[config.mk]
export PLATFORM = sky130hd
export DESIGN_NAME = alu7_nand_rol
export DESIGN_NICKNAME = d
export VERILOG_FILES = /design/src/rtl/alu7_pkg.sv /design/src/rtl/alu7_rotl.sv /design/src/rtl/alu7_nand_rol.sv
export SDC_FILE = /design/constraint.sdc
export NUM_CORES = 1
export LEC_CHECK = 0
export ABC_AREA = 1
export CORE_MARGIN = 2
export CORE_UTILIZATION = 59
export DETAILED_ROUTE_END_ITERATION = 6
export DONT_BUFFER_PORTS = 1
export PLACE_DENSITY = 0.79
export SLEW_MARGIN = 20
export SYNTH_ARGS = -nofsm -noshare
export SYNTH_HDL_FRONTEND = slang
export SYNTH_HIERARCHICAL = 1
export SYNTH_SLANG_ARGS = --single-unit
[constraint.sdc]
create_clock -name clk -period 0.8 [get_ports clk]
set_input_delay 0.16 -clock clk [delete_from_list [all_inputs] [get_ports clk]]
set_output_delay 0.16 -clock clk [all_outputs]
set_load 0.005 [all_outputs]
[src/rtl/alu7_pkg.sv]
// -----------------------------------------------------------------------------
// alu7_pkg
// Shared definitions for the 7-bit registered ALU (alu7_nand_rol).
//   ALU7_WIDTH : default operand/result width
//   alu7_op_e  : 2-bit opcode encoding (all four codes are used)
// -----------------------------------------------------------------------------
package alu7_pkg;

    localparam int ALU7_WIDTH = 7;

    typedef enum logic [1:0] {
        OP_ADD  = 2'b00,
        OP_SUB  = 2'b01,
        OP_ROL  = 2'b10,
        OP_NAND = 2'b11
    } alu7_op_e;

endpackage : alu7_pkg

[src/rtl/alu7_rotl.sv]
// -----------------------------------------------------------------------------
// alu7_rotl
// Combinational rotate-left. The rotate amount is reduced modulo WIDTH first,
// so any amount value is legal.
// Ports:
//   a   : input  [WIDTH-1:0]  value to rotate
//   amt : input  [WIDTH-1:0]  rotate amount (taken modulo WIDTH)
//   y   : output [WIDTH-1:0]  rotated value
// -----------------------------------------------------------------------------
module alu7_rotl
    import alu7_pkg::*;
#(
    parameter int WIDTH = ALU7_WIDTH
) (
    input  logic [WIDTH-1:0] a,
    input  logic [WIDTH-1:0] amt,
    output logic [WIDTH-1:0] y
);

    localparam int AW = (WIDTH > 1) ? $clog2(WIDTH) : 1;

    logic [AW-1:0] n_s;
    logic [AW:0]   shamt_s;

    // Reduce the amount modulo WIDTH, then rotate by right-shifting a doubled
    // copy of the operand by (WIDTH - n). n = 0 shifts by WIDTH, giving y = a.
    always_comb begin
        n_s     = AW'(amt % WIDTH);
        shamt_s = (AW + 1)'(WIDTH) - {1'b0, n_s};
        y       = WIDTH'({a, a} >> shamt_s);
    end

endmodule : alu7_rotl

[src/rtl/alu7_nand_rol.sv]
// -----------------------------------------------------------------------------
// alu7_nand_rol
// 7-bit registered ALU: ADD, SUB, ROL, NAND. Operands are sampled when
// in_valid is high and the result appears one clock later with out_valid.
// When in_valid is low, out_valid drops and r/flags hold.
// Optional status flags are enabled by defining the macro ALU7_FLAGS_EN;
// otherwise zero and carry are tied to 0 and no flag logic exists.
// Ports:
//   clk       : input            rising-edge clock
//   rst       : input            asynchronous active-high reset
//   in_valid  : input            sample a/b/op this cycle
//   a, b      : input  [WIDTH-1:0] operands (b is the rotate amount for ROL)
//   op        : input  [1:0]     00 ADD, 01 SUB, 10 ROL, 11 NAND
//   out_valid : output           r holds a new result this cycle
//   r         : output [WIDTH-1:0] registered result
//   zero      : output           result == 0 (ALU7_FLAGS_EN only)
//   carry     : output           ADD carry-out / SUB borrow (ALU7_FLAGS_EN only)
// -----------------------------------------------------------------------------
module alu7_nand_rol
    import alu7_pkg::*;
#(
    parameter int WIDTH = ALU7_WIDTH
) (
    input  logic             clk,
    input  logic             rst,
    input  logic             in_valid,
    input  logic [WIDTH-1:0] a,
    input  logic [WIDTH-1:0] b,
    input  logic [1:0]       op,
    output logic             out_valid,
    output logic [WIDTH-1:0] r,
    output logic             zero,
    output logic             carry
);

    logic [WIDTH-1:0] rot_s;
    logic [WIDTH-1:0] res_s;
    logic [WIDTH-1:0] r_r;
    logic             out_valid_r;

    alu7_rotl #(
        .WIDTH (WIDTH)
    ) u_rotl (
        .a   (a),
        .amt (b),
        .y   (rot_s)
    );

    // Operation select for the next result.
    always_comb begin
        res_s = '0;
        case (alu7_op_e'(op))
            OP_ADD:  res_s = a + b;
            OP_SUB:  res_s = a - b;
            OP_ROL:  res_s = rot_s;
            OP_NAND: res_s = ~(a & b);
            default: res_s = '0;
        endcase
    end

    // Result and valid registers; r holds whenever nothing is accepted.
    always_ff @(posedge clk or posedge rst) begin
        if (rst) begin
            r_r         <= '0;
            out_valid_r <= 1'b0;
        end else if (in_valid) begin
            r_r         <= res_s;
            out_valid_r <= 1'b1;
        end else begin
            r_r         <= r_r;
            out_valid_r <= 1'b0;
        end
    end

    assign r         = r_r;
    assign out_valid = out_valid_r;

`ifdef ALU7_FLAGS_EN
    logic [WIDTH:0] sum_ext_s;
    logic           carry_next_s;
    logic           zero_next_s;
    logic           carry_r;
    logic           zero_r;

    // Next-state flags: carry is the ADD carry-out or the SUB borrow.
    always_comb begin
        sum_ext_s    = {1'b0, a} + {1'b0, b};
        carry_next_s = 1'b0;
        case (alu7_op_e'(op))
            OP_ADD:  carry_next_s = sum_ext_s[WIDTH];
            OP_SUB:  carry_next_s = (a < b);
            OP_ROL:  carry_next_s = 1'b0;
            OP_NAND: carry_next_s = 1'b0;
            default: carry_next_s = 1'b0;
        endcase
        zero_next_s = (res_s == '0);
    end

    // Flag registers, loaded together with r.
    always_ff @(posedge clk or posedge rst) begin
        if (rst) begin
            carry_r <= 1'b0;
            zero_r  <= 1'b0;
        end else if (in_valid) begin
            carry_r <= carry_next_s;
            zero_r  <= zero_next_s;
        end else begin
            carry_r <= carry_r;
            zero_r  <= zero_r;
        end
    end

    assign carry = carry_r;
    assign zero  = zero_r;
`else
    assign carry = 1'b0;
    assign zero  = 1'b0;
`endif

endmodule : alu7_nand_rol

Word-level counts from Yosys, hierarchy flattened

Cells that the tools add are included.

Output and inout bits: 10
Register bits after elaboration: 8
Bits of input ports: 19

Add/subtract/negate cells: 3
Bitwise operators: 2
Div/mod/pow operators: 1
Reduce and logical (&&, ||, !) cells: 1
Shift operators: 1
Equality and inequality tests: 3
Mux-type cells: 2

Operators by type and width:

| kind                                            | number |
|---|---|
| modulo 7 x 3 -> 32 bit, second input constant   | 1 |
| case mux 7 bit (4 select lines)                 | 1 |
| >> shifter 14 x 4 -> 7 bit                      | 1 |
| adder 7 bit                                     | 1 |
| bitwise AND 7 bit                               | 1 |
| NOT 7 bit                                       | 1 |
| subtractor 7 bit                                | 1 |
| == test 2 bit, second input constant            | 2 |
| subtractor 3 x 3 -> 4 bit, first input constant | 1 |
| == test 2 x 1 -> 1 bit, second input constant   | 1 |
| logical NOT 2 bit                               | 1 |
| 2-to-1 mux 1 bit                                | 1 |

Logic depth before layout (Yosys ltp)

Depth after elaboration: 4
Mapped depth: 30
Depth with buffers taken out: 30

Cells and area by module

The synthesis kept the hierarchy.

Modules (own cells, without submodules):

| module        | area each (µm²) | sequential area each (µm²) | instances | cells an instance |
|---|---|---|---|---|
| alu7_rotl     | 898.4           | 0.0                        | 1         | 149 |
| alu7_nand_rol | 857.1           | 200.2                      | 1         | 119 |

Least setup slack after synthesis

No wires, ideal clock.

Path kind: in2reg
Start point: input port b[4]
End point: register r_r[6], in the netlist r[6]
Setup time: 129 ps
Arrival time: 3,378 ps
Required time: 671 ps
Stages: 29
Setup slack: -2,706 ps
Cells stage by stage: nand2_1 -> inv_2 -> ha_1 -> inv_1 -> nand4_1 -> nand2_2 -> nand2_1 -> nand2_2 -> nand3_4 -> nand3_2 -> nand2_1 -> nand2_2 -> inv_2 -> ha_1 -> nand3_2 -> inv_2 -> nor2_8 -> nand2_4 -> xor2_2 -> ha_1 -> nand3_4 -> nand3_4 -> nand2_1 -> o21ai_4 -> nand3_1 -> nand3_1 -> nand2_1 -> a221oi_1 -> a21oi_1

Longest elaborated chain between the ends: 4

RTL lines:

| what                            | line                | RTL |
|---|---|---|
| start: declaration              | alu7_nand_rol.sv:28 | `input logic [WIDTH-1:0] b,` |
| modulo 7 x 3 -> 32 bit          | alu7_rotl.sv:28     | `n_s = AW'(amt % WIDTH);` |
| subtractor 3 x 3 -> 4 bit       | alu7_rotl.sv:29     | `shamt_s = (AW + 1)'(WIDTH) - {1'b0, n_s};` |
| >> shifter 14 x 4 -> 7 bit      | alu7_rotl.sv:30     | `y = WIDTH'({a, a} >> shamt_s);` |
| net rot_s[6]                    | alu7_nand_rol.sv:36 | `logic [WIDTH-1:0] rot_s;` |
| case mux 7 bit (4 select lines) | alu7_nand_rol.sv:52 | `case (alu7_op_e'(op))` |
| end signal: assignment          | alu7_nand_rol.sv:67 | `r_r <= res_s;` |
| end signal: assignment          | alu7_nand_rol.sv:70 | `r_r <= r_r;` |
| end: declaration                | alu7_nand_rol.sv:38 | `logic [WIDTH-1:0] r_r;` |

The timed path passes the listed nets, and every way through them passes these cells.
A chain may end at the register's enable or synchronous reset.

Worst setup path after layout

Ends and elaborated chain as after synthesis.

==> flow_metrics.py <==
metrics = {
    "detailed_routing": {
        "drt_wl_total_um": 6160,
        "post_drt_via_cell_ratio": 6.40,
        "num_vias": 2232,
        "firstDrtPassIters": 5,
        "first_iter_violations": 299,
        "wl_per_cell_um": 17.7,
        "drc": 0,
        "ant_nets": 0,
    },
    "sta": {
        "max_freq_mhz": 313,
        "fin_crit_ps": 3190,
        "skew_ps": 0,
        "final-max-slew-violation-count": 0,
        "setup_tns_ps": -16390,
        "rsz0062_at_grt": "yes",
        "min_period_over_period_pct": 399,
        "final-setup-viol-count": 14,
        "hold_ws_ps": 53.4,
        "setup_slack_ps": -2390,
        "finalHoldViolCount": 0,
    },
    "synthesis": {
        "netlist_top_cells_area": "nand3_1, nand2_1, dfrtp_1, ha_1, inv_1",
        "yosys.area.top_type": "nand3_1",
        "ys_warn_count": 6,
        "synth_ff_type": "dfrtp_1",
        "synth_edf_count": 0,
        "ys_seq_area_share_pct": 11.4,
        "yosysTopAreaCellShare_pct": 16.8,
        "synthCells": 268,
        "netlist_area_um2": 1760,
        "ys_ff_latch": 8,
        "syn_avg_cell_area_um2": 6.55,
        "ys_types": 38,
        "synthArstFlopShare_pct": 100,
    },
    "critical_path": {
        "worstPathArrival_ps": 3320,
        "crit_required_ps": 930,
        "rrSetupSlack_ps": 110,
        "r2r_cells": 2,
        "start_kind": "input port",
        "critPathCaptureType": "register",
        "r2r-end": "r[0]",
        "critPathMaxFanout": 10,
        "worstSetupPathType": "input port to register",
        "r2r-start": "r[0]",
    },
    "layout": {
        "nets": 351,
        "layout_common_cells": "nand2_1, buf_4, nand3_1",
        "synthToLayoutAreaGrowth_pct": 41.8,
        "design_area_um2": 2490,
        "regArea_um2": 200,
        "final_util_pct": 89.5,
        "drive_above_1_share_pct": 44.0,
        "layout_commonest_cell": "nand2_1",
        "stdcell_count": 349,
        "n_antenna_cell": 0,
        "num-fill-cells": 135,
        "multi_input_area_um2": 1700,
    },
    "power": {
        "powerDensity_nw_per_um2": 1850,
        "ir_worst_vdd_uv": 2370,
        "leakage_nw": 1.23,
        "total_power_mw": 4.60,
    },
    "placed_design": {
        "hpwl_um": 3900,
        "placed_cells": 333,
        "gp_congestion": 0.919,
        "numPortBuffers": 0,
        "pre_cts_ws_ps": -2550,
        "dpl_cell_area_um2": 2190,
    },
    "clocking": {
        "root_buffer": "clkbuf_4",
        "clockBufferDepth": 2,
        "cts_buffers": 3,
        "htreeDepth": 1,
        "path_clk_slew_ps": 70,
        "cts.sinks": 8,
        "worstSkewPairLatency_ps": 270,
        "tritoncts": "built",
    },
    "grt": {
        "overflow": 0,
        "antenna_found_initial": 0,
        "grt.total_usage_pct": 31.4,
        "grt_pass1_vias": 1956,
        "grt_pass1_wl_um": 8470,
        "grt_max_degree": 11,
    },
    "job": {
        "drv_cap": 0,
    },
    "hold_path": {
        "hold_end": "r[0]",
        "min_from": "in_valid",
        "hp-class": "input port to register",
        "hold_depth": 2,
    },
    "floorplanning": {
        "core_um2": 2780,
        "die_area_um2": 3430,
        "start_util_pct": 63.1,
        "die_width_um": 58.5,
        "rows": 19,
        "num_io_pins": 29,
        "die_h_um": 58.5,
    },
    "outcome": {
        "status": "finished, violations left",
        "violations": "negative setup slack",
    },
}
[power breakdown]
group / total (mW) / internal [mW] / switching (mW) / leakage [nW]
Sequential: 0.551 / 0.486 / 0.0651 / 0.0922
Clock: 0.340 / 0.173 / 0.168 / 0.0138
Combinational: 3.71 / 1.54 / 2.17 / 1.13
Total: 4.60 / 2.19 / 2.41 / 1.23
[sequential cells by signal, summed over array words and instances, names as in the netlist]
name and flops:
r 7, out_valid 1
[kinds of logic (layout without fill, tap and decap cells)]
logic type	Yosys count	in the layout	synth area share [%]
flops	8	8	11.4
fa+ha+maj	12	12	8.98
buf+inv	36	85	8.62
other cells	1	2	0.214
xor+xnor	6	6	3.42
simple gates	175	175	55.9
compound gates	30	30	11.5
[cell usage after synthesis (3+ instances only)]
cell type,n
nand2_4,4
xor2_1,3
nor2_2,3
a211oi_1,3
inv_1,27
nand4_1,4
inv_2,5
a21oi_1,15
nand3_2,9
ha_1,11
nand2_2,11
nand2_1,58
nand3_1,59
dfrtp_1,8
nor2_1,13
nand3_4,4
[worst max-delay path, cell delays in order]
cell and delay [ps]:
nand2_8 50, inv_6 30, ha_4 220, inv_2 40
nand4_1 80, nand2_2 130, buf_6 120, nand3_4 60
buf_4 150, nand2_2 90, nand2_1 70, nand2_1 70
nand2_2 80, nand3_4 110, buf_4 120, nand3_1 80
nand3_1 140, nand2_1 120, nor2_4 190, nand4_2 240
nand3_1 240, nand3_2 140, nand3_1 150, nand2_2 80
a221oi_2 250, a21oi_1 100
[how the worst max path moves through the flow]
| stage | startpoint | to | slack (ps) | cells past startpoint |
|---|---|---|---|---|
| floorplan | b[4] | r[1] | -2480 | 28 |
| global placement | b[4] | r[6] | -2490 | 28 |
| detailed placement | b[4] | r[6] | -2550 | 28 |
| CTS | b[4] | r[6] | -2170 | 30 |
| global route | b[4] | r[3] | -2490 | 30 |
| finish | b[4] | r[6] | -2390 | 26 |
[layout make-up]
class | instances | area share, %
multi-input cells | 225 | 68.2
inverters | 33 | 5.48
well taps | 31 | 1.56
repair buffers | 49 | 15.8
clock buffers | 3 | 0.905
flip-flops and latches | 8 | 8.04
[repair_timing]
item,4_1_cts,5_1_grt
endpoints found under the hold margin,9,0
pin swaps,20,10
gates resized for setup,14,22
hold buffers,2,0
endpoints found under the setup margin,15,15
buffers inserted,6,5
[layer usage]
| layer | wire length, um | vias to the layer above | GRT usage, % |
|---|---|---|---|
| met5 | 0 | - | 0 |
| met4 | 248 | 0 | 5.65 |
| met3 | 541 | 34 | 6.37 |
| met2 | 2960 | 129 | 54.9 |
| met1 | 2410 | 1048 | 40.3 |
| li1 | - | 1021 | - |
No activity file was read; power rests on OpenSTA's default activity.
